### src/rtl/board_scanout.sv
// Raster scan-out of the 160x120 one-bit board: reads every cell through the
// registered memory port and emits one VGA plot strobe per pixel.
module board_scanout #(
  parameter int         WIDTH      = 160,
  parameter int         HEIGHT     = 120,
  parameter logic [2:0] ON_COLOUR  = 3'b111,
  parameter logic [2:0] OFF_COLOUR = 3'b000
) (
  input  logic       clk,
  input  logic       resetn,
  input  logic       enable,
  input  logic       hold,
  output logic       rd_en,
  output logic [7:0] indexX,
  output logic [7:0] indexY,
  input  logic       mem_data,
  output logic [7:0] vga_x,
  output logic [6:0] vga_y,
  output logic [2:0] vga_colour,
  output logic       vga_plot,
  output logic       busy,
  output logic       frame_done
);

  typedef enum logic [1:0] {IDLE, SCAN, DRAIN} state_t;

  state_t     state, state_next;
  logic [7:0] x;
  logic [6:0] y;
  logic       last_cell;
  logic       vld_p1;
  logic [7:0] x_p1;
  logic [6:0] y_p1;

  function automatic logic [2:0] cell_colour(input logic bit_val);
    return bit_val ? ON_COLOUR : OFF_COLOUR;
  endfunction

  assign last_cell = (x == 8'(WIDTH - 1)) && (y == 7'(HEIGHT - 1));
  assign rd_en     = (state == SCAN) && !hold;
  assign indexX    = x;
  assign indexY    = {1'b0, y};
  assign busy      = (state != IDLE);

  always_ff @(posedge clk or negedge resetn) begin
    if (!resetn) state <= IDLE;
    else         state <= state_next;
  end

  // DRAIN waits until both pipeline stages are empty so frame_done lands
  // exactly one cycle after the final plot.
  always_comb begin
    state_next = state;
    frame_done = 1'b0;
    case (state)
      IDLE:  if (enable) state_next = SCAN;
      SCAN:  if (rd_en && last_cell) state_next = DRAIN;
      DRAIN: begin
        if (!vld_p1 && !vga_plot) begin
          frame_done = 1'b1;
          state_next = enable ? SCAN : IDLE;
        end
      end
      default: state_next = IDLE;
    endcase
  end

  always_ff @(posedge clk or negedge resetn) begin
    if (!resetn) begin
      x <= '0;
      y <= '0;
    end else if (state != SCAN) begin
      x <= '0;
      y <= '0;
    end else if (rd_en) begin
      if (x == 8'(WIDTH - 1)) begin
        x <= '0;
        y <= (y == 7'(HEIGHT - 1)) ? 7'd0 : y + 7'd1;
      end else begin
        x <= x + 8'd1;
      end
    end
  end

  // Stage 1: address captured alongside the read; mem_data valid this stage.
  always_ff @(posedge clk or negedge resetn) begin
    if (!resetn) begin
      vld_p1 <= 1'b0;
      x_p1   <= '0;
      y_p1   <= '0;
    end else begin
      vld_p1 <= rd_en;
      x_p1   <= x;
      y_p1   <= y;
    end
  end

  // Stage 2: pixel outputs; coordinates and colour hold while no plot.
  always_ff @(posedge clk or negedge resetn) begin
    if (!resetn) begin
      vga_plot   <= 1'b0;
      vga_x      <= '0;
      vga_y      <= '0;
      vga_colour <= '0;
    end else begin
      vga_plot <= vld_p1;
      if (vld_p1) begin
        vga_x      <= x_p1;
        vga_y      <= y_p1;
        vga_colour <= cell_colour(mem_data);
      end
    end
  end

endmodule

### config.mk
export PLATFORM = sky130hd
export DESIGN_NAME = board_scanout
export DESIGN_NICKNAME = d
export VERILOG_FILES = /design/src/rtl/board_scanout.sv
export SDC_FILE = /design/constraint.sdc
export NUM_CORES = 1
export LEC_CHECK = 0
export CAP_MARGIN = 20
export CORE_MARGIN = 3
export CORE_UTILIZATION = 25
export CTS_BUF_LIST = sky130_fd_sc_hd__clkbuf_4 sky130_fd_sc_hd__clkbuf_8
export CTS_CLUSTER_DIAMETER = 30
export DETAILED_ROUTE_END_ITERATION = 10
export DONT_BUFFER_PORTS = 1
export GPL_TIMING_DRIVEN = 0
export PLACE_DENSITY_LB_ADDON = 0.08
export SLEW_MARGIN = 10
export SYNTH_ARGS = -nofsm -noshare
export SYNTH_HDL_FRONTEND = slang
export SYNTH_SLANG_ARGS = --single-unit
### constraint.sdc
create_clock -name clk -period 1.9 [get_ports clk]
set_input_delay 0.19 -clock clk [delete_from_list [all_inputs] [get_ports clk]]
set_output_delay 0.19 -clock clk [all_outputs]
set_load 0.005 [all_outputs]
==> run metrics <==
antenna-violating nets left 0; Clock transition at path regs 0.09 ns; maxcap violations 0; Worst EP arrival slightly below 2 ns; cell leakage power 1.04 nW; Die Ht approximately 95 um; CP Launch Type flip-flop; post-synthesis cell type count 38; sequential cell area fraction in the yosys report 63.1%; Root Driver clkbuf_8; fin crit share a little over nine tenths; largest net degree at the start of global routing 51; vias per cell 4.56; unrepaired setup endpoints after global routing no; most frequent cells in the layout dfrtp_1 (49), mux2_2 (16), nor2_1 (15); power per cell area ~1000 nW/um^2; maximum vdd drop 0.000314 V; register bit count reported by yosys 50; Routability Congestion 0.801; area share of the largest cell type after synthesis 63.1%; outcome finished, final reports clean; Die W 95.1 um; top area cells in the synthesized netlist dfrtp_1 (63%), mux2_2 (9.1%), nor2_1 (2.8%), nand2_1 (1.7%), nand4_1 (1.6%); global-route wire length before repair around 6800 um; Syn-to-layout area delta 13.6%; Slew headroom around two thirds; max-slew violations 0; TritonCTS clock tree done; setup violators final 0; htree depth 2; Congestion Overflow GR 0; number of global-route vias before repair between 1k and 1.5k; Post-Synthesis Cells ~150; DR vias 1,194; GR Util All Layers 9.96%; worst hold start mem_data; total wire length 4110 um; synthesized net count roughly 160; min Tclk post-route 1.78 ns; Hold Crit Class in2reg; endpoint class of the critical path flip-flop; DIE AREA roughly 9000 sq um; clk sinks 50; Synth area leader dfrtp_1; post-synthesis average cell area 12.9 sq um; layout cells sized above 1 24.5%; most common cell after layout, fill and taps aside dfrtp_1; CP Class reg2reg; clock latency on the worst-skew pair 0.30 ns; I/O Buffers 0; DPL Wire Length 2900 um; antenna diode instance count 0; Initial DRC Count 32; Core Region 7490 sq um; worst r2r src indexX[0]$_DFFE_PN0P_; non-filler cells, final 262; Place WS -0.0917 ns; antenna violations before repair 0; FP Rows 31; Max Root-Sink Buffers 2; CP Launch Point indexX[0]$_DFFE_PN0P_; post-CTS setup buffers 0; fmax 561 MHz; CP cell instances ha_1 -> and3b_2 -> buf_2 -> nand3_1 -> nand2_1 -> a32o_1; initial core utilization 26.5%; number of detailed-route iterations in the first pass 4; synthesis warning total 0; worst setup margin 0.118 ns; Worst-Margin Slew 0.510 ns; clock skew 0.00800 ns; DP Cell Count about 250; critical path's slowest cell dfrtp_2; # DRC 0; worst path required time 2.09 ns; I/O pins 43; final hold violations 0; TritonCTS Buffers 5; max incr delay on CP 0.48 ns; CP max FO 7; Final nets 169; Cell Area, Synth 1980 sq um; WL/cell 15.7 um
[routing by layer]
layer  GRT usage [%]  part of all wire [%]
met1            12.6                    46
met2            15.6                    47
met3            3.39                   6.0
met4            3.97                   1.5
met5               0                     0
[per-stage QoR]
stage	hold slack, ns	util, %	area (sq um)	total power, mW	TNS, ns
global route	0.0355	30.1	2250	2.54	0
finish	0.0439	30.1	2250	2.37	0
floorplan	-0.106	-	1980	1.63	0
CTS	0.0330	30.0	2240	2.42	0
global placement	-0.104	28.1	2110	1.72	-0.110
detailed placement	-0.103	28.1	2110	1.73	-0.139
[power by group]
group          internal, mW  switching, mW
Clock                 0.308          0.330
Sequential             1.24          0.192
Combinational         0.154          0.136
[critical path: cells and delay by family, from the launching register on]
family / cells / cell delay (ns)
adder cells (fa/ha/maj): 1 / 0.26
flip-flops: 1 / 0.48
buffers and inverters: 1 / 0.17
AND/OR/NAND/NOR: 3 / 0.48
AO/OA/AOI/OAI: 1 / 0.28
[cell usage after synthesis]
master / number
a32o_1: 1
nor2_1: 15
a21oi_1: 3
a21o_1: 1
xnor2_1: 3
and4_1: 1
clkbuf_1: 3
a31oi_4: 1
nor3_1: 1
ha_1: 2
o21ai_0: 2
o22ai_1: 1
and3_1: 1
a311o_1: 1
nand2_1: 9
mux2i_1: 3
and3b_2: 1
buf_6: 1
or3_1: 2
inv_1: 3
and4bb_2: 1
a41o_1: 1
a31oi_1: 2
buf_4: 3
a211oi_1: 1
nand2b_1: 2
nand3_2: 1
conb_1: 1
xor2_1: 3
o21a_1: 1
nand3_1: 5
dfrtp_1: 50
buf_2: 3
o32ai_1: 1
nand4_1: 5
nor2b_1: 2
mux2_2: 16
or2_2: 1
[registers in the layout (all words and copies together) (netlist names)]
| signal | flops |
|---|---|
| y | 7 |
| vga_x | 8 |
| state | 2 |
| x_p1 | 8 |
| indexX | 8 |
| y_p1 | 7 |
| vld_p1 | 1 |
| vga_colour | 1 |
| vga_y | 7 |
| vga_plot | 1 |
[kinds of logic (layout without fill, tap and decap cells)]
kind of cell | count (synthesis) | after routing | synth area share [%]
simple gates | 47 | 47 | 12.2
buf+inv | 13 | 22 | 3.60
fa+ha+maj | 2 | 2 | 1.26
xor+xnor | 6 | 6 | 2.65
compound gates | 16 | 16 | 6.37
flops | 50 | 50 | 63.1
other cells | 1 | 1 | 0.189
mux | 19 | 19 | 10.6
[repair_timing]
item	4_1_cts	5_1_grt
endpoints found under the hold margin	50	0
gates resized for setup	1	4
endpoints found under the setup margin	3	5
hold buffers	2	0
[area by class of cell]
type | count | area, sq um
sequential | 50 | 1250
timing repair buffer | 2 | 37.5
fill | 769 | 5230
buffer | 9 | 57.6
clock inverter | 1 | 5.00
multi-input combinational | 91 | 676
clock buffer | 7 | 90.1
inverter | 3 | 11.3
tap | 99 | 124
[worst paths after layout]
| path | cells after the start | to | slack [ns] |
|---|---|---|---|
| hold / removal | 1 | vga_colour[1]$_DFFE_PN0P_ | 0.04 |
| min in group asynchronous | 2 | indexX[6]$_DFFE_PN0P_ | 0.41 |
| setup reg to reg | 6 | y[5]$_DFFE_PN0P_ | 0.12 |
| hold reg to reg | 0 | x_p1[7]$_DFF_PN0_ | 0.46 |
| setup / recovery | 6 | y[5]$_DFFE_PN0P_ | 0.12 |
| max in group asynchronous | 2 | y[6]$_DFFE_PN0P_ | 1.27 |
Power figures use the tool's default switching activity.
